### config.mk
export PLATFORM = sky130hd
export DESIGN_NAME = multilane_preview_fifo
export DESIGN_NICKNAME = d
export VERILOG_FILES = /design/src/rtl/multilane_preview_fifo.sv
export SDC_FILE = /design/constraint.sdc
export NUM_CORES = 1
export LEC_CHECK = 0
export ABC_CLOCK_PERIOD_IN_PS = 6230
export CORE_ASPECT_RATIO = 0.6
export CORE_MARGIN = 4
export CORE_UTILIZATION = 25
export CTS_BUF_LIST = sky130_fd_sc_hd__clkbuf_8 sky130_fd_sc_hd__clkbuf_16
export DETAILED_ROUTE_END_ITERATION = 7
export GPL_TIMING_DRIVEN = 1
export MAX_ROUTING_LAYER = met4
export SLEW_MARGIN = 20
export SYNTH_ARGS = -nofsm -noshare
export SYNTH_HDL_FRONTEND = slang
export SYNTH_SLANG_ARGS = --single-unit
export TNS_END_PERCENT = 50
### constraint.sdc
create_clock -name clk -period 6.23 [get_ports clk]
set_clock_uncertainty 0.2 [all_clocks]
set_input_delay 1.246 -clock clk [delete_from_list [all_inputs] [get_ports clk]]
set_output_delay 1.246 -clock clk [all_outputs]
set_load 0.01 [all_outputs]
### src/rtl/multilane_preview_fifo.sv
// multilane_preview_fifo
//   Show-ahead FIFO built on a register circular buffer. Each clock it accepts 0..LANES
//   words and releases 0..LANES words. The next LANES stored words are always presented on
//   the preview lanes, so a consumer can inspect them before it commits to a read.
//
// Ports
//   clk       rising-edge clock
//   nrst      asynchronous active-low reset
//   wrcnt     words to write this cycle (0..LANES); id lane k = id[k*WIDTH +: WIDTH], lane 0 oldest
//   rdcnt     words to consume this cycle (0..LANES)
//   od        preview lanes; lane k = word at head+k, zero when not valid
//   od_valid  thermometer of valid preview lanes
//   usedw     words stored (0..DEPTH); free = DEPTH - usedw
//   empty     usedw == 0;  full  usedw == DEPTH
//   wr_err    registered one-cycle pulse: the previous write request was rejected
//   rd_err    registered one-cycle pulse: the previous read request was rejected
module multilane_preview_fifo #(
  parameter int unsigned WIDTH  = 32,
  parameter int unsigned DEPTH  = 16,
  parameter int unsigned LANES  = 2,
  parameter int unsigned CNT_W  = $clog2(LANES + 1),
  parameter int unsigned USED_W = $clog2(DEPTH)
) (
  input  logic                   clk,
  input  logic                   nrst,
  input  logic [CNT_W-1:0]       wrcnt,
  input  logic [LANES*WIDTH-1:0] id,
  input  logic [CNT_W-1:0]       rdcnt,
  output logic [LANES*WIDTH-1:0] od,
  output logic [LANES-1:0]       od_valid,
  output logic [USED_W:0]        usedw,
  output logic [USED_W:0]        free,
  output logic                   empty,
  output logic                   full,
  output logic                   wr_err,
  output logic                   rd_err
);

  localparam int unsigned UW    = USED_W + 1;
  // Wide enough for free + rd_acc (at most DEPTH + LANES <= 2*DEPTH).
  localparam int unsigned SUM_W = USED_W + 2;

  logic [WIDTH-1:0]  r_mem [DEPTH];
  logic [USED_W-1:0] r_wr_ptr;
  logic [USED_W-1:0] r_rd_ptr;
  logic [UW-1:0]     r_usedw;
  logic              r_wr_err;
  logic              r_rd_err;

  logic [SUM_W-1:0]  w_used_ext;
  logic [SUM_W-1:0]  w_free_ext;
  logic [SUM_W-1:0]  w_lanes_ext;
  logic [SUM_W-1:0]  w_rdcnt_ext;
  logic [SUM_W-1:0]  w_wrcnt_ext;
  logic              w_rd_ok;
  logic              w_wr_ok;
  logic [CNT_W-1:0]  w_rd_acc;
  logic [CNT_W-1:0]  w_wr_acc;

  // Acceptance uses only pre-edge state, so a word written this cycle cannot be read this cycle.
  always_comb begin
    w_used_ext  = SUM_W'(r_usedw);
    w_free_ext  = SUM_W'(DEPTH) - w_used_ext;
    w_lanes_ext = SUM_W'(LANES);
    w_rdcnt_ext = SUM_W'(rdcnt);
    w_wrcnt_ext = SUM_W'(wrcnt);
    w_rd_ok     = (w_rdcnt_ext <= w_lanes_ext) && (w_rdcnt_ext <= w_used_ext);
    w_rd_acc    = w_rd_ok ? rdcnt : '0;
    // An accepted read frees its slots for a same-cycle write.
    w_wr_ok     = (w_wrcnt_ext <= w_lanes_ext) &&
                  (w_wrcnt_ext <= w_free_ext + SUM_W'(w_rd_acc));
    w_wr_acc    = w_wr_ok ? wrcnt : '0;
  end

  always_ff @(posedge clk or negedge nrst) begin
    if (!nrst) begin
      r_wr_ptr <= '0;
      r_rd_ptr <= '0;
      r_usedw  <= '0;
      r_wr_err <= 1'b0;
      r_rd_err <= 1'b0;
    end else begin
      r_wr_ptr <= r_wr_ptr + USED_W'(w_wr_acc);
      r_rd_ptr <= r_rd_ptr + USED_W'(w_rd_acc);
      r_usedw  <= r_usedw + UW'(w_wr_acc) - UW'(w_rd_acc);
      r_wr_err <= (wrcnt != '0) && !w_wr_ok;
      r_rd_err <= (rdcnt != '0) && !w_rd_ok;
    end
  end

  // Storage is not reset; contents are only observable through valid preview lanes.
  always_ff @(posedge clk) begin
    for (int k = 0; k < LANES; k++) begin
      if (CNT_W'(k) < w_wr_acc) begin
        r_mem[r_wr_ptr + USED_W'(k)] <= id[k*WIDTH +: WIDTH];
      end
    end
  end

  always_comb begin
    od       = '0;
    od_valid = '0;
    for (int k = 0; k < LANES; k++) begin
      od_valid[k] = r_usedw > UW'(k);
      if (od_valid[k]) begin
        od[k*WIDTH +: WIDTH] = r_mem[r_rd_ptr + USED_W'(k)];
      end
    end
  end

  assign usedw  = r_usedw;
  assign free   = UW'(DEPTH) - r_usedw;
  assign empty  = (r_usedw == '0);
  assign full   = (r_usedw == UW'(DEPTH));
  assign wr_err = r_wr_err;
  assign rd_err = r_rd_err;

endmodule
After elaboration in Yosys (flattened, before gate mapping). Memory sizes are Yosys's and may differ from the RTL's. Index checks and enable logic that the tools add are counted.

Register bits: 15. Bits in writable memories: 512. Bits of input ports: 70. Output and inout bits: 80. Word-level logic and storage cells: 41. Memories: 1.

$add $sub $neg: 9. $lt $le $gt $ge: 8. Equal/unequal tests: 1. Muxes and demuxes: 8. Reduce and logical (&&, ||, !) cells: 9.

Memories: r_mem (words 16, bits a word 32, rd ports 2, clocked after Yosys merged registers in 0, write ports 2, RTL line 43) `logic [WIDTH-1:0] r_mem [DEPTH];`.

Operators with widths (count): 2-to-1 mux 32 bit (2); greater-than comparator 5 x 1 -> 1 bit, second input constant (2); adder 4 x 1 -> 4 bit, second input constant (2); adder 4 x 2 -> 4 bit (2); adder 6 x 2 -> 6 bit (1); less-or-equal comparator 2 x 6 -> 1 bit (1); subtractor 5 x 5 -> 6 bit, first input constant (1); adder 5 x 2 -> 5 bit (1); == test 5 bit, second input constant (1); less-or-equal comparator 2 x 5 -> 1 bit (1); logical NOT 5 bit (1); subtractor 5 x 2 -> 5 bit (1); subtractor 5 bit, first input constant (1); less-or-equal comparator 2 bit, second input constant (2); logical AND 1 bit (4); < comparator 1 x 2 -> 1 bit, first input constant (2); 2-to-1 mux 1 bit (4); 2-to-1 mux 2 bit (2); nonzero test 2 bit (2); logical NOT 1 bit (2).

Logic depth before layout (Yosys ltp).
Depth after elaboration: 10. Mapped depth: 28. Gate-level depth less buffers: 27.

Worst setup path before layout. OpenSTA, ideal clock, no wires.

Path type: in2reg. Start point: in rdcnt[1]. End point: mem r_mem[13][0], enable pin. Library setup time: 0.501 ns. Arrival time: 6.713 ns. Data required time: 5.529 ns. Setup slack: -1.185 ns. Stages: 15. Buffers on the path: 1. Cells stage by stage: ha_1 -> a21oi_1 -> a31oi_1 -> a32oi_1 -> nand2_1 -> ha_1 -> inv_1 -> fa_1 -> inv_1 -> ha_1 -> a21oi_1 -> a211o_1 -> buf_4 -> nor2_4 -> nor4_1.

RTL lines: start: declaration (RTL line 28) `input logic [CNT_W-1:0] rdcnt,`; end: declaration (RTL line 43).

Worst setup path after layout.
Start point: reg r_usedw[2] (netlist: usedw[2]). End point: out od[27].

Cells in the longest elaborated chain, start to end: 2.

Ends and longest elaborated chain: start: declaration (RTL line 46) `logic [UW-1:0] r_usedw;`; start signal: assignment (RTL line 85) `r_usedw <= r_usedw + UW'(w_wr_acc) - UW'(w_rd_acc);`; greater-than comparator 5 x 1 -> 1 bit (RTL line 104) `od_valid[k] = r_usedw > UW'(k);`; 2-to-1 mux 32 bit (RTL line 105) `if (od_valid[k]) begin`; end: declaration (RTL line 29) `output logic [LANES*WIDTH-1:0] od,`.

Every way passes these cells.

==> metrics.yaml <==
setup_path:
  cpPeakStageDelay_ps: 660
  crit_path_max_fanout: 20
  cp.required_ps: 4780
  critPathKind: "flip-flop to primary output"
  cp_slowest_cell: "clkdlybuf4s50_1"
  critPathBufInv: 4
  cp-start-kind: "flip-flop"
  critPathArrivalTime_ps: 4290
  cp_top_family: "buffers and inverters"
  end_kind: "primary output"
  worstPathCellList: "inv_2, ha_1, and2_1, ha_1, inv_1, nand2_2, buf_4, o22ai_1, clkdlybuf4s50_1"
  cp_common_cell: "ha_1"
final_layout:
  area_delta_synth_final_pct: 17.79
  final_nets: 2210
  mostFrequentLayoutCells: "o2bb2ai_1 (512), edfxtp_1 (512), mux4_2 (256)"
  final_util_pct: 29.83
  drive_above_1_share_pct: 23.51
power_and_ir_drop:
  p_int_mw: 11.11
  leakage_nw: 11.37
  p_sw_share_pct: 42.22
  comb_power_share_pct: 58.0
  seq_power_share_pct: 25.3
  p_per_area_nw_per_um2: 527.3
  p_sw_mw: 8.117
  irDropWorstVdd_v: 0.0006019
  clkPwrFrac_pct: 16.7
  total_power_mw: 19.23
sta:
  rsz0062_at_grt: "no"
  fin_setup_tns_ps: 0
  slew_viol_final: 0
  fmax_ghz: 0.1743
  finalSetupViolCount: 0
  slew_headroom_pct: 21.04
  tightest_slew_ps: 1184
  fin_crit_ps: 5737
  fin_crit_sh_pct: 92.09
  final_hold_viol_count: 0
  worst_slack_ps: 493.0
floorplanning:
  placementRows: 99
  die_h_um: 280.6
  initial_utilization_pct: 25.32
  die_w_um: 462.3
  coreArea_sq_um: 122300
  die_area_sq_um: 129700
  io_pins: 150
yosys:
  synthXorXnorAreaFrac_pct: 0.3638
  synth_edf_count: 512
  yosys_warnings: 0
  syn_area_sq_um: 30960
  syn_avg_cell_area_sq_um: 14.94
  synth_compound_area_share_pct: 17.01
  yosys.area_share.simple_pct: 2.672
  synth_adder_area_share_pct: 1.326
  synthFlopType: "edfxtp_1"
  syn_inst: 2072
  async_reset_ff_share_pct: 2.846
  ys_types: 48
  synth.ff_latch_count: 527
  synth_top_family_by_area: "multiplexers"
  muxShareOfSynthArea_pct: 22.81
  ys_seq_area_share_pct: 50.88
  syn_nets: 2171
clocking:
  post_cts_resized: 0
  cts_setup_buffers: 0
  htree_levels: 2
  ctsLongestPathBuffers: 3
  cts_tree: "done"
  ctsHoldBuffers: 0
  cts.clk_slew.worst_paths_ps: 70
  numCtsBuffers: 50
  clock_sinks: 527
  root_buffer: "clkbuf_16"
  insertion_delay_ps: 620
routing:
  drtAntennaViolNets: 0
  drtIter0Drc: 3608
  vias: 22520
  wirelength_um: 119900
  wire_per_inst_um: 31.84
  first_pass_iters: 6
  remaining_drc_errors: 0
  viasPerCell: 5.981
place:
  dp_hpwl_um: 73540
  portBuffers: 149
  pre_cts_ws_ps: 87.03
  finalWeightedCongestion: 0.8469
global_route:
  grt_max_degree: 143
  grtUsageTotal_pct: 18.50
  grt_pass1_vias: 21720
  grt_first_pass_wirelength_um: 168600
  globalRouteOverflowTotal: 0
  met2_usage_pct: 25.03
  grt_use_met3_pct: 6.159
  use_met1_pct: 26.75
  antenna_found_initial: 4
  grt.busiest_layer: "met1"
outcome:
  status: "finished clean"
run:
  maxCapViolCount: 0
min_path:
  hold_path_class: "flip-flop to flip-flop"
==> cell usage after synthesis, types with 2 or more instances <==
| master | n | area (sq um) |
|---|---|---|
| o22ai_1 | 64 | 400.4 |
| a21oi_1 | 9 | 45.04 |
| buf_2 | 100 | 500.5 |
| nor3_1 | 10 | 50.05 |
| inv_2 | 2 | 7.510 |
| dfrtp_1 | 15 | 375.4 |
| or2_2 | 2 | 12.51 |
| o21ai_2 | 3 | 26.28 |
| buf_4 | 71 | 533.0 |
| o2bb2ai_1 | 512 | 4484 |
| a21o_1 | 4 | 30.03 |
| nand3_1 | 2 | 10.01 |
| xnor2_1 | 7 | 61.31 |
| mux2i_1 | 128 | 1281 |
| inv_1 | 23 | 86.33 |
| buf_1 | 41 | 153.9 |
| nor2_1 | 13 | 48.80 |
| clkbuf_1 | 66 | 247.7 |
| nand2_1 | 145 | 544.3 |
| and2_1 | 3 | 18.77 |
| mux4_2 | 256 | 5766 |
| nand2b_1 | 5 | 31.28 |
| o211ai_2 | 14 | 175.2 |
| nor2b_1 | 5 | 31.28 |
| edfxtp_1 | 512 | 15370 |
| fa_1 | 5 | 100.1 |
| nor4_1 | 4 | 25.02 |
| xor2_1 | 4 | 35.03 |
| a22oi_1 | 3 | 22.52 |
| o21ai_1 | 3 | 15.01 |
| ha_1 | 24 | 300.3 |
==> layer usage <==
metal  up-vias  routed length, um
met3       148              17740
met4         0               2252
li1       8841                  -
met5         -                  0
met2      1888              49960
met1     11650              49970
==> sequential cells by signal, summed over array words and instances, names as in the netlist <==
name and count:
wr_err 1, r_wr_ptr 4, r_rd_ptr 4, rd_err 1, usedw 5, r_mem 512
==> power groups by stage <==
stage | Clock, mW | Sequential, mW | Combinational [mW]
after floorplan | 0 | 4.72 | 6.79
after global placement | 0 | 4.92 | 11.1
after detailed placement | 0 | 4.92 | 11.2
after CTS | 3.24 | 4.85 | 11.2
after global routing | 3.37 | 4.91 | 11.8
final | 3.20 | 4.87 | 11.2
==> final timing paths <==
check / startpoint / end / slack (ps) / cells after the start
setup / recovery: usedw[2] / od[27] / 490 / 9
hold / removal: r_rd_ptr[2] / r_rd_ptr[2] / 370 / 1
setup reg to reg: usedw[2] / usedw[4] / 1050 / 26
hold reg to reg: r_rd_ptr[2] / r_rd_ptr[2] / 370 / 1
max in group asynchronous: nrst / r_rd_ptr[2] / 4290 / 1
min in group asynchronous: nrst / usedw[0] / 910 / 1
==> worst register-to-register path: stages (launching register included) <==
cell and delay, ps:
dfrtp_1 530, inv_2 140, ha_1 270, nor2b_1 160, a31oi_1 270, a32oi_1 180, nand2_1 100, ha_1 160
inv_1 70, fa_1 500, inv_1 50, ha_1 290, nand2_1 60, o21ai_1 50, a211o_2 310, or2_2 300
nand2_1 70, ha_1 220, inv_1 50, ha_1 150, inv_1 60, fa_1 460, inv_1 70, a21oi_1 60
nor2_1 80, nor2_1 50, xor2_1 130
==> cells by family (layout without fill, tap and decap cells) <==
| kind of cell | count (synthesis) | after routing |
|---|---|---|
| AOI/OAI and AO/OA | 619 | 619 |
| muxes | 385 | 385 |
| and+or+nand+nor | 196 | 196 |
| adders and majority gates | 30 | 30 |
| xor gates and xnor gates | 12 | 12 |
| buffers and inverters | 303 | 379 |
| DFF | 527 | 527 |
| other | 0 | 2 |
==> cell type report <==
| class | instances | area (sq um) |
|---|---|---|
| Antenna cell | 2 | 5.005 |
| Tap cell | 1616 | 2022 |
| Sequential cell | 527 | 15760 |
| Clock inverter | 39 | 372.9 |
| Multi-Input combinational cell | 1242 | 14020 |
| Timing Repair Buffer | 265 | 2933 |
| Fill cell | 12080 | 85790 |
| Clock buffer | 50 | 1251 |
| Inverter | 25 | 93.84 |
==> per-stage QoR <==
step                std cells  cell area (sq um)  hold slack [ps]
floorplan                2072              30970            276.6
global placement         3673              34790            370.7
detailed placement       3673              34790            361.8
CTS                      3762              36410            370.8
global route             3766              36460            413.5
finish                   3766              36460            371.9
Power figures use the tool's default switching activity.
